<file path="src/rtl/ddr_package.sv">
// Shared command/state encodings and power-on timing defaults for the DDR bank timer.
package ddr_package;

  typedef enum logic [2:0] {
    CMD_NOP  = 3'd0,
    CMD_ACT  = 3'd1,
    CMD_RD   = 3'd2,
    CMD_WR   = 3'd3,
    CMD_PRE  = 3'd4,
    CMD_PREA = 3'd5,
    CMD_REF  = 3'd6
  } bank_cmd_type;

  typedef enum logic [1:0] {
    B_IDLE,
    B_ACTIVATING,
    B_ACTIVE,
    B_PRECHARGING
  } bank_state_type;

  localparam int DEF_TRCD = 1;
  localparam int DEF_TRP  = 1;
  localparam int DEF_TRAS = 1;
  localparam int DEF_TCCD = 1;
  localparam int DEF_TRFC = 1;

endpackage

</file>
<file path="src/rtl/ddr_bank_fsm.sv">
// One bank's row state with its rcd/ras/rp down-counters.
//   state         | meaning
//   B_IDLE        | no row open, ACT allowed
//   B_ACTIVATING  | row opening, rcd counting down
//   B_ACTIVE      | row open, RD/WR allowed, PRE once ras hits 0
//   B_PRECHARGING | row closing, rp counting down
module ddr_bank_fsm
  import ddr_package::*;
#(
  parameter int CNT_W = 8
) (
  input  logic             clock,
  input  logic             reset_n,
  input  logic             act_i,
  input  logic             pre_i,
  input  logic [CNT_W-1:0] trcd_i,
  input  logic [CNT_W-1:0] tras_i,
  input  logic [CNT_W-1:0] trp_i,
  output logic             idle_o,
  output logic             active_o,
  output logic             pre_ok_o,
  output logic             open_o
);

  localparam logic [CNT_W-1:0] ONE = CNT_W'(1);

  bank_state_type   state_q;
  logic [CNT_W-1:0] rcd_q, ras_q, rp_q;
  logic [CNT_W-1:0] rcd_ld, ras_ld, rp_ld;

  // Timing values 0 and 1 both load 0 so the dependent command is legal next cycle.
  function automatic logic [CNT_W-1:0] load_val(input logic [CNT_W-1:0] t);
    return (t > ONE) ? t - ONE : '0;
  endfunction

  assign rcd_ld = load_val(trcd_i);
  assign ras_ld = load_val(tras_i);
  assign rp_ld  = load_val(trp_i);

  always_ff @(posedge clock or negedge reset_n) begin
    if (!reset_n) begin
      state_q <= B_IDLE;
      rcd_q   <= '0;
      ras_q   <= '0;
      rp_q    <= '0;
    end else begin
      if (ras_q != '0) ras_q <= ras_q - ONE;
      case (state_q)
        B_IDLE: begin
          if (act_i) begin
            rcd_q   <= rcd_ld;
            ras_q   <= ras_ld;
            state_q <= (rcd_ld == '0) ? B_ACTIVE : B_ACTIVATING;
          end
        end
        B_ACTIVATING: begin
          if (rcd_q != '0) rcd_q <= rcd_q - ONE;
          if (rcd_q <= ONE) state_q <= B_ACTIVE;
        end
        B_ACTIVE: begin
          if (pre_i) begin
            rp_q    <= rp_ld;
            state_q <= (rp_ld == '0) ? B_IDLE : B_PRECHARGING;
          end
        end
        B_PRECHARGING: begin
          if (rp_q != '0) rp_q <= rp_q - ONE;
          if (rp_q <= ONE) state_q <= B_IDLE;
        end
        default: state_q <= B_IDLE;
      endcase
    end
  end

  assign idle_o   = (state_q == B_IDLE);
  assign active_o = (state_q == B_ACTIVE);
  assign pre_ok_o = (state_q == B_ACTIVE) && (ras_q == '0);
  assign open_o   = (state_q == B_ACTIVATING) || (state_q == B_ACTIVE);

endmodule

</file>
<file path="src/rtl/ddr_bank_timer.sv">
// Per-bank DDR timing tracker: bank FSMs plus global ccd/rfc timers and timing config.
// Optional violation monitor outputs are enabled with TIMING_VIOLATION_CHK_EN.
module ddr_bank_timer
  import ddr_package::*;
#(
  parameter int NUM_BANKS = 16,
  parameter int CNT_W     = 8
) (
  input  logic                         clock,
  input  logic                         reset_n,
  input  logic                         cfg_load,
  input  logic [CNT_W-1:0]             cfg_trcd,
  input  logic [CNT_W-1:0]             cfg_trp,
  input  logic [CNT_W-1:0]             cfg_tras,
  input  logic [CNT_W-1:0]             cfg_tccd,
  input  logic [CNT_W-1:0]             cfg_trfc,
  input  logic                         cmd_valid,
  input  logic [2:0]                   cmd_type,
  input  logic [$clog2(NUM_BANKS)-1:0] cmd_bank,
  output logic [NUM_BANKS-1:0]         act_rdy,
  output logic [NUM_BANKS-1:0]         cas_rdy,
  output logic [NUM_BANKS-1:0]         pre_rdy,
  output logic [NUM_BANKS-1:0]         bank_open,
  output logic                         ref_rdy,
  output logic                         all_idle
`ifdef TIMING_VIOLATION_CHK_EN
  ,
  output logic                         viol_pulse,
  output logic [15:0]                  viol_count
`endif
);

  localparam int               BW  = $clog2(NUM_BANKS);
  localparam logic [CNT_W-1:0] ONE = CNT_W'(1);

  function automatic logic [CNT_W-1:0] load_val(input logic [CNT_W-1:0] t);
    return (t > ONE) ? t - ONE : '0;
  endfunction

  bank_cmd_type         cmd_e;
  logic                 cmd_ok, rdwr_go, ref_go, refreshing;
  logic [NUM_BANKS-1:0] act_go, pre_go, idle, active, pre_ok;

  logic [CNT_W-1:0] trcd_q, trp_q, tras_q, tccd_q, trfc_q, ccd_q, rfc_q;
  logic [CNT_W-1:0] trcd_d, trp_d, tras_d, tccd_d, trfc_d, ccd_d, rfc_d;

  assign cmd_e = bank_cmd_type'(cmd_type);

  always_comb begin
    cmd_ok = 1'b0;
    case (cmd_e)
      CMD_ACT:        cmd_ok = act_rdy[cmd_bank];
      CMD_RD, CMD_WR: cmd_ok = cas_rdy[cmd_bank];
      CMD_PRE:        cmd_ok = pre_rdy[cmd_bank];
      CMD_PREA:       cmd_ok = |pre_rdy;
      CMD_REF:        cmd_ok = ref_rdy;
      default:        cmd_ok = 1'b0;
    endcase
  end

  assign rdwr_go = cmd_valid && cmd_ok && ((cmd_e == CMD_RD) || (cmd_e == CMD_WR));
  assign ref_go  = cmd_valid && cmd_ok && (cmd_e == CMD_REF);

  for (genvar b = 0; b < NUM_BANKS; b++) begin : g_bank
    assign act_go[b] = cmd_valid && cmd_ok && (cmd_e == CMD_ACT) && (cmd_bank == BW'(b));
    assign pre_go[b] = cmd_valid && pre_rdy[b] &&
                       (((cmd_e == CMD_PRE) && (cmd_bank == BW'(b))) || (cmd_e == CMD_PREA));

    ddr_bank_fsm #(.CNT_W(CNT_W)) u_bank (
      .clock    (clock),
      .reset_n  (reset_n),
      .act_i    (act_go[b]),
      .pre_i    (pre_go[b]),
      .trcd_i   (trcd_q),
      .tras_i   (tras_q),
      .trp_i    (trp_q),
      .idle_o   (idle[b]),
      .active_o (active[b]),
      .pre_ok_o (pre_ok[b]),
      .open_o   (bank_open[b])
    );
  end

  always_comb begin
    trcd_d = trcd_q;
    trp_d  = trp_q;
    tras_d = tras_q;
    tccd_d = tccd_q;
    trfc_d = trfc_q;
    if (cfg_load && all_idle) begin
      trcd_d = cfg_trcd;
      trp_d  = cfg_trp;
      tras_d = cfg_tras;
      tccd_d = cfg_tccd;
      trfc_d = cfg_trfc;
    end
    ccd_d = (ccd_q != '0) ? ccd_q - ONE : '0;
    if (rdwr_go) ccd_d = load_val(tccd_q);
    rfc_d = (rfc_q != '0) ? rfc_q - ONE : '0;
    if (ref_go) rfc_d = load_val(trfc_q);
  end

  always_ff @(posedge clock or negedge reset_n) begin
    if (!reset_n) begin
      trcd_q <= CNT_W'(DEF_TRCD);
      trp_q  <= CNT_W'(DEF_TRP);
      tras_q <= CNT_W'(DEF_TRAS);
      tccd_q <= CNT_W'(DEF_TCCD);
      trfc_q <= CNT_W'(DEF_TRFC);
      ccd_q  <= '0;
      rfc_q  <= '0;
    end else begin
      trcd_q <= trcd_d;
      trp_q  <= trp_d;
      tras_q <= tras_d;
      tccd_q <= tccd_d;
      trfc_q <= trfc_d;
      ccd_q  <= ccd_d;
      rfc_q  <= rfc_d;
    end
  end

  // Refresh is in progress exactly while the rfc timer is non-zero.
  assign refreshing = (rfc_q != '0);
  assign act_rdy    = idle & {NUM_BANKS{!refreshing}};
  assign cas_rdy    = active & {NUM_BANKS{ccd_q == '0}};
  assign pre_rdy    = pre_ok;
  assign ref_rdy    = (&idle) && !refreshing;
  assign all_idle   = ref_rdy;

`ifdef TIMING_VIOLATION_CHK_EN
  logic        viol, viol_pulse_q;
  logic [15:0] viol_count_q;

  assign viol = cmd_valid && (cmd_e != CMD_NOP) && !cmd_ok;

  always_ff @(posedge clock or negedge reset_n) begin
    if (!reset_n) begin
      viol_pulse_q <= 1'b0;
      viol_count_q <= '0;
    end else begin
      viol_pulse_q <= viol;
      if (viol && (viol_count_q != 16'hFFFF)) viol_count_q <= viol_count_q + 16'd1;
    end
  end

  assign viol_pulse = viol_pulse_q;
  assign viol_count = viol_count_q;
`endif

endmodule

</file>
<file path="config.mk">
export PLATFORM = sky130hd
export DESIGN_NAME = ddr_bank_timer
export DESIGN_NICKNAME = d
export VERILOG_FILES = /design/src/rtl/ddr_package.sv /design/src/rtl/ddr_bank_fsm.sv /design/src/rtl/ddr_bank_timer.sv
export SDC_FILE = /design/constraint.sdc
export NUM_CORES = 1
export LEC_CHECK = 0
export BUFFER_PORTS_ARGS = -buffer_cell sky130_fd_sc_hd__buf_2
export CAP_MARGIN = 20
export CORE_ASPECT_RATIO = 1.1
export CORE_UTILIZATION = 40
export DETAILED_ROUTE_END_ITERATION = 8
export RECOVER_POWER = 50
export SLEW_MARGIN = 10
export SYNTH_ARGS = -nofsm -noshare
export SYNTH_HDL_FRONTEND = slang
export SYNTH_SLANG_ARGS = --single-unit
</file>
<file path="constraint.sdc">
create_clock -name clock -period 4.5 [get_ports clock]
set_clock_uncertainty 0.05 [all_clocks]
set_input_delay 0.225 -clock clock [delete_from_list [all_inputs] [get_ports clock]]
set_output_delay 0.225 -clock clock [all_outputs]
set_load 0.01 [all_outputs]
</file>
### Word-level counts from Yosys, hierarchy flattened

Index checks and enable logic that the tools add are counted.

* bits in registers: 472
* bits of input ports: 51
* output and inout port bits: 66
* word-level logic and storage cells: 862

* add/subtract/negate cells: 55
* magnitude comparators: 38
* eq/ne operators: 165
* muxes and demuxes: 242
* bitwise logic cells: 2
* reductions and logical operators: 289

Operators by type and width (count)
* $mux W8: 121
* $pmux W8 S2: 32
* $sub A8 B1 Y8 const B: 55
* $reduce_bool A8 Y1: 50
* $le A8 B1 Y1 const B: 32
* $ne A2 B1 Y1 const B: 96
* $logic_not A8 Y1: 19
* $mux W2: 66
* $pmux W2 S4: 16
* $reduce_and A3 Y1: 32
* $logic_and A1 B1 Y1: 86
* $eq A2 B2 Y1 const B: 32
* $reduce_and A4 Y1: 16
* $reduce_bool A2 Y1: 32
* $gt A8 B1 Y1 const B: 5
* $logic_or A1 B1 Y1: 33
* $and A16 B16 Y16: 2
* $eq A2 B1 Y1 const B: 16
* $eq A4 B4 Y1 const B: 8
* $logic_not A2 Y1: 16
* $eq A4 B3 Y1 const B: 4
* $reduce_and A16 Y1: 1
* $reduce_or A16 Y1: 1
* $bmux W1 S4: 3
* 11 further kinds: 17

### Depth between registers and ports, before layout

* word-level depth: 11
* depth in mapped cells: 13

### Cells and area by module

Synthesis repeated with hierarchy kept, for this count alone.

* cells, all modules: 4842
* area, all modules: 39599.2 um^2

By module, submodules not included
* ddr_bank_fsm at g_bank[0].u_bank ...: instances 11, cells an instance 276, area each 2225.9 um^2, seq. area each 650.6 um^2
* ddr_bank_fsm at g_bank[6].u_bank ...: instances 3, cells an instance 279, area each 2235.9 um^2, seq. area each 650.6 um^2
* ddr_bank_timer: instances 1, cells an instance 415, area each 3867.5 um^2, seq. area each 1407.6 um^2
* ddr_bank_fsm at g_bank[9].u_bank: instances 1, cells an instance 274, area each 2278.4 um^2, seq. area each 650.6 um^2
* ddr_bank_fsm at g_bank[13].u_bank: instances 1, cells an instance 280, area each 2260.9 um^2, seq. area each 650.6 um^2

### Worst setup path before layout

OpenSTA, ideal clock, no wires.

* path type: register -> register
* from: reg g_bank[13].u_bank.state_q[0]
* to: reg g_bank[5].u_bank.state_q[0]
* data arrival time: 3.097 ns
* data required time: 4.325 ns
* setup slack: 1.229 ns
* stages on the path, launching flop included: 13
* path buffers: 2
* period minus slack after synthesis: 3.271 ns
* cells stage by stage: dfrtp_1 > inv_1 > ha_1 > clkbuf_1 > nand4_1 > or4_1 > nor3_2 > a31o_2 > buf_6 > o2111ai_2 > and2_1 > nor2_1 > mux2_2

* elaborated cells between the ends (all ways): 20
* classes of those cells: eq/ne: 2; mux: 7; bitwise: 2; reduce/logical: 9

RTL lines
* start, declared: line ddr_bank_fsm.sv:27 `bank_state_type state_q;`
* start signal, assigned: line ddr_bank_fsm.sv:53 `state_q <= (rcd_ld == '0) ? B_ACTIVE : B_ACTIVATING;`
* start signal, assigned: line ddr_bank_fsm.sv:63 `state_q <= (rp_ld == '0) ? B_IDLE : B_PRECHARGING;`
* $logic_not A2 Y1: line ddr_bank_fsm.sv:75 `assign idle_o = (state_q == B_IDLE);`
* $reduce_and A16 Y1: line ddr_bank_timer.sv:128 `assign ref_rdy = (&idle) && !refreshing;`
* $logic_and A1 B1 Y1: line ddr_bank_timer.sv:128
* net all_idle: line ddr_bank_timer.sv:25 `output logic all_idle`
* $pmux W1 S5: line ddr_bank_timer.sv:51 `case (cmd_e)`
* $logic_and A1 B1 Y1 (3 in a row): line ddr_bank_timer.sv:65 `assign act_go[b] = cmd_valid && cmd_ok && (cmd_e == CMD_ACT) && (cmd_bank == BW'(b));`
* $ne A2 B1 Y1 (no source line)
* $reduce_and A4 Y1 (no source line)
* end signal, assigned: line ddr_bank_fsm.sv:53
* end signal, assigned: line ddr_bank_fsm.sv:63
* end, declared: line ddr_bank_fsm.sv:27

The timed path passes the listed nets, and every way through them passes these cells. The select of a mux whose other input is x is not followed.
A chain may end at the register's enable or synchronous reset.

### Worst setup path in the final report

* from: reg g_bank[15].u_bank.state_q[0]
* to: reg g_bank[4].u_bank.rcd_q[5]

* word-level cells in the longest chain between the ends: 10
* elaborated cells between the ends (all ways): 20
* classes of those cells: eq/ne: 2; mux: 7; bitwise: 2; reduce/logical: 9

Ends and longest elaborated chain
* start, declared: line ddr_bank_fsm.sv:27
* start signal, assigned: line ddr_bank_fsm.sv:53
* start signal, assigned: line ddr_bank_fsm.sv:63
* $eq A2 B2 Y1 / $logic_not A2 Y1 (equally long branches): line ddr_bank_fsm.sv:76, ddr_bank_fsm.sv:77, ddr_bank_fsm.sv:75
* $and A16 B16 Y16 (tied with other cells): line ddr_bank_timer.sv:126 `assign cas_rdy = active & {NUM_BANKS{ccd_q == '0}};`
* $bmux W1 S4 (on tied branches): line ddr_bank_timer.sv:53, ddr_bank_timer.sv:52, ddr_bank_timer.sv:54
* $mux W1 (on tied branches): line ddr_bank_timer.sv:53, ddr_bank_timer.sv:52, ddr_bank_timer.sv:54
* $pmux W1 S5 (*): line ddr_bank_timer.sv:51
* $logic_and A1 B1 Y1 (*) (3 in a row): line ddr_bank_timer.sv:65
* $ne A2 B1 Y1 (no source line) (*)
* $reduce_and A3 Y1 (no source line) (*)
* end signal, assigned: line ddr_bank_fsm.sv:51 `rcd_q <= rcd_ld;`
* end signal, assigned: line ddr_bank_fsm.sv:57 `if (rcd_q != '0) rcd_q <= rcd_q - ONE;`
* end, declared: line ddr_bank_fsm.sv:28 `logic [CNT_W-1:0] rcd_q, ras_q, rp_q;`

Every way passes the cells marked *; elsewhere a longest branch is shown, timed or not. The select of a mux whose other input is x is not followed.

==> summary.txt <==
Critical path launch point type - flip-flop
Fmax - 239.3 MHz
Ports - 117
Vias in the first global route - 27440
Cell count after synthesis - 3955
Initial Util - 40.38%
Hold Vio Cnt, Final - 0
Worst-case clock buffer depth - 3
Yosys reg bits - 472
Rel. slew slack - -86.01%
Pint - 11780 uW
Antenna cells - 0
RSZ-0062 raised after global routing - false
Hold slack final - 203.3 ps
Peak supply drop - 0.3322 mV
Detailed placement HPWL - 75.06 mm
Syn nets - 4196
Post-route cell area - 37630 um^2
Core ar. - 83190 um^2
Die ar. - 85140 um^2
PD cells - 534.1 nW/um^2
Fin. max-slew vios - 94
Port Buffers - 116
CTS root buf - clkbuf_16
Worst Max-Slew Pin Slew - 2790 ps
Async SR Flop Fraction - 100.0%
Worst Setup SP - g_bank[15].u_bank.state_q[0]
CTS buffer count - 55
H-tree levels - 2
Synth-to-Final Area Change - 12.01%
Yosys warns - 0
Post-cts sizing count - 0
Sequential share of the synthesized area - 35.18%
Overflow after GRT - 0
Post-CTS Setup Inserts - 0
Crit path kind - flip-flop to flip-flop
Switching Fraction - 41.36%
Net Switching - 8312 uW
Global-route wire length before repair - 164.3 mm
Dominant synthesized flop cell - dfrtp_1
Drt wl/cell - 20.77 um
Min-delay src - cfg_load
Final nets - 4277
Crit path required time - 4930 ps
1st-pass router iterations - 6
Initial antenna violation count - 2
Slowest stage cell, crit path - o21ai_2
Status - complete, but fails checks
Initial DRC count - 3006
Fin util - 45.23%
Clk_lat worst skew - 620 ps
GRT Util Overall - 24.58%
Final period util - 92.85%
Max stage delay on crit path - 710 ps
# setup viols final - 0
Reg-to-reg critical path startpoint - g_bank[15].u_bank.state_q[0]
Synth Cell Area - 33590 um^2
Minimum clock period - 4178 ps
Die W - 278.3 um
Die Height - 305.9 um
Maximum number of pins on one net before global-route repair - 95
Post-DP Area - 35390 um^2
Comb power frac - 42.2%
Final WL - 107.1 mm
Post-synth EDFFs - 0
Synth Area per Inst - 8.494 um^2
TritonCTS clock tree - built
CP Cell Sequence - inv_1 > ha_1 > mux4_2 > a22o_1 > o2111a_1 > a31oi_2 > nand2_1 > o21ai_2 > o21ai_0 > a2111oi_0
Std cell rows - 111
Clk pwr share - 23.6%
Via density - 5.837
Vias - 30090
Post-synth cell types - 102
Fillers - 8101
Clk sinks - 472
Type of the most critical hold path - input port to flip-flop
Clk slew on worst S/H paths - 60 ps
Crit Path Max Fanout - 19
Worst Path Arrival - 4600 ps
RePlAce Congestion - 0.9364
Max Cap Viol - 1
Post-route DRC - 0
Setup_tns - 0 ps
Leak - 0.01608 uW
Failing checks - capacitance limit, slew limit
ANT nets after route - 0
Crit. End Element - flip-flop
Seq pwr share - 34.2%
Share of cells above drive strength 1 - 11.44%
==> critical path: cells and delay by family, from the launching register on <==
kind / cells / cell delay [ps]
compound gates: 6 / 2400
fa+ha+maj: 1 / 240
buf+inv: 1 / 100
flops: 1 / 400
mux: 1 / 470
simple gates: 1 / 360
==> cell usage after synthesis (13+ instances only) <==
library cell,count,area (um^2)
and4_1,13,113.9
a21o_1,13,97.59
nand3_1,81,405.4
xnor2_1,88,770.7
nor3b_1,22,165.2
o22a_1,89,779.5
o21ai_0,372,1862
a41o_1,13,130.1
or3_1,97,606.8
or2_2,18,112.6
ha_1,190,2377
a41oi_1,21,183.9
nor2_1,367,1378
nor4_1,55,344.1
dfrtp_1,467,11690
nand4_1,24,150.1
nor2b_1,28,175.2
a21oi_1,236,1181
clkbuf_1,176,660.6
a31oi_1,28,175.2
o22ai_1,36,225.2
mux2_2,67,754.5
o31ai_1,31,232.7
buf_2,25,125.1
a211oi_1,15,112.6
mux2i_1,89,890.9
o221ai_1,17,148.9
a221oi_1,16,140.1
inv_1,240,900.9
nor3_1,163,815.8
nand2_1,333,1250
xor2_1,41,359.1
a21boi_0,20,150.1
buf_4,35,262.8
o21a_1,26,195.2
and2_1,42,262.8
o211ai_1,16,120.1
and3_1,26,162.7
o31a_1,17,148.9
a22oi_1,16,120.1
or4_1,26,195.2
nand2b_1,49,306.5
==> metal layers <==
layer / up-vias / wire [um] / GRT usage (%)
met5: - / 0 / 0
met4: 0 / 3380 / 7.838
met3: 170 / 7237 / 3.825
met2: 922 / 48030 / 38.53
met1: 14630 / 48440 / 34.56
li1: 14370 / - / -
==> final timing paths <==
check	to	depth (start not counted)	slack (ps)
worst max register to register	g_bank[4].u_bank.rcd_q[5]	10	320
min in group asynchronous	g_bank[10].u_bank.rcd_q[3]	2	950
worst min register to register	g_bank[1].u_bank.rp_q[6]	2	460
worst min-delay path	trfc_q[3]	4	200
max in group asynchronous	trp_q[4]	3	640
worst max-delay path	g_bank[4].u_bank.rcd_q[5]	10	320
==> per-stage QoR <==
step	cells	setup WS [ps]	total power, uW
finish	5155	321.9	20090
global route	5155	5.695	21490
CTS	5151	379.2	20100
detailed placement	5007	378.7	15250
global placement	5007	526.5	15120
floorplan	3955	1229	12720
==> flip-flops by register name, summed over array words and instances, names as in the netlist, 32 cells and up <==
signal,cells
g_bank.u_bank.rp_q,128
g_bank.u_bank.ras_q,128
g_bank.u_bank.state_q,32
g_bank.u_bank.rcd_q,128
==> logic make-up (layout without fill, tap and decap cells) <==
| kind of cell | Yosys count | count (layout) | synth area share [%] |
|---|---|---|---|
| simple gates | 1393 | 1393 | 20.67 |
| compound gates | 1113 | 1113 | 22.26 |
| buf+inv | 496 | 623 | 6.149 |
| flops | 472 | 472 | 35.18 |
| fa+ha+maj | 190 | 190 | 7.077 |
| mux | 162 | 162 | 5.300 |
| xor+xnor | 129 | 129 | 3.363 |
==> timing repair <==
item,4_1_cts,5_1_grt
hold buffers,41,0
setup endpoints to repair,0,0
hold endpoints to repair,128,0
==> cell usage in the layout (no fill, tap or decap), drive strengths merged, types with 29 or more instances in the layout <==
master       synthesis  layout
dfrtp              467     467
clkbuf             179     121
nor2               367     367
o22a                89      89
nand2b              49      49
ha                 190     190
or3                 97      97
xor2                41      41
o31ai               31      31
mux2                67      67
o21ai              377     377
nand3               81      81
nor4                58      58
nand2              333     333
xnor2               88      88
o22ai               36      36
inv                240     240
nor3               164     164
buf                 76     201
mux2i               89      89
and2                43      43
a21oi              236     236
a21boi              29      29
dlygate4sd3          0      41
==> power by group through the flow <==
stage	registers [uW]	clock network (uW)	logic (uW)
global placement	6870	0	8250
floorplan	6520	0	6200
finish	6860	4740	8490
detailed placement	6890	0	8360
CTS	6830	4840	8420
global route	7070	5010	9410
==> layout make-up <==
class | count | area [um^2] | share of cell area [%]
clock buffers | 84 | 1678 | 4.459
clock inverters | 19 | 217.7 | 0.5786
inverters | 241 | 904.6 | 2.404
multi-input cells | 2987 | 19800 | 52.63
flip-flops and latches | 472 | 11820 | 31.41
well taps | 1073 | 1343 | 3.568
repair buffers | 279 | 1864 | 4.955
Note: power is estimated with default switching activity, not from simulation.
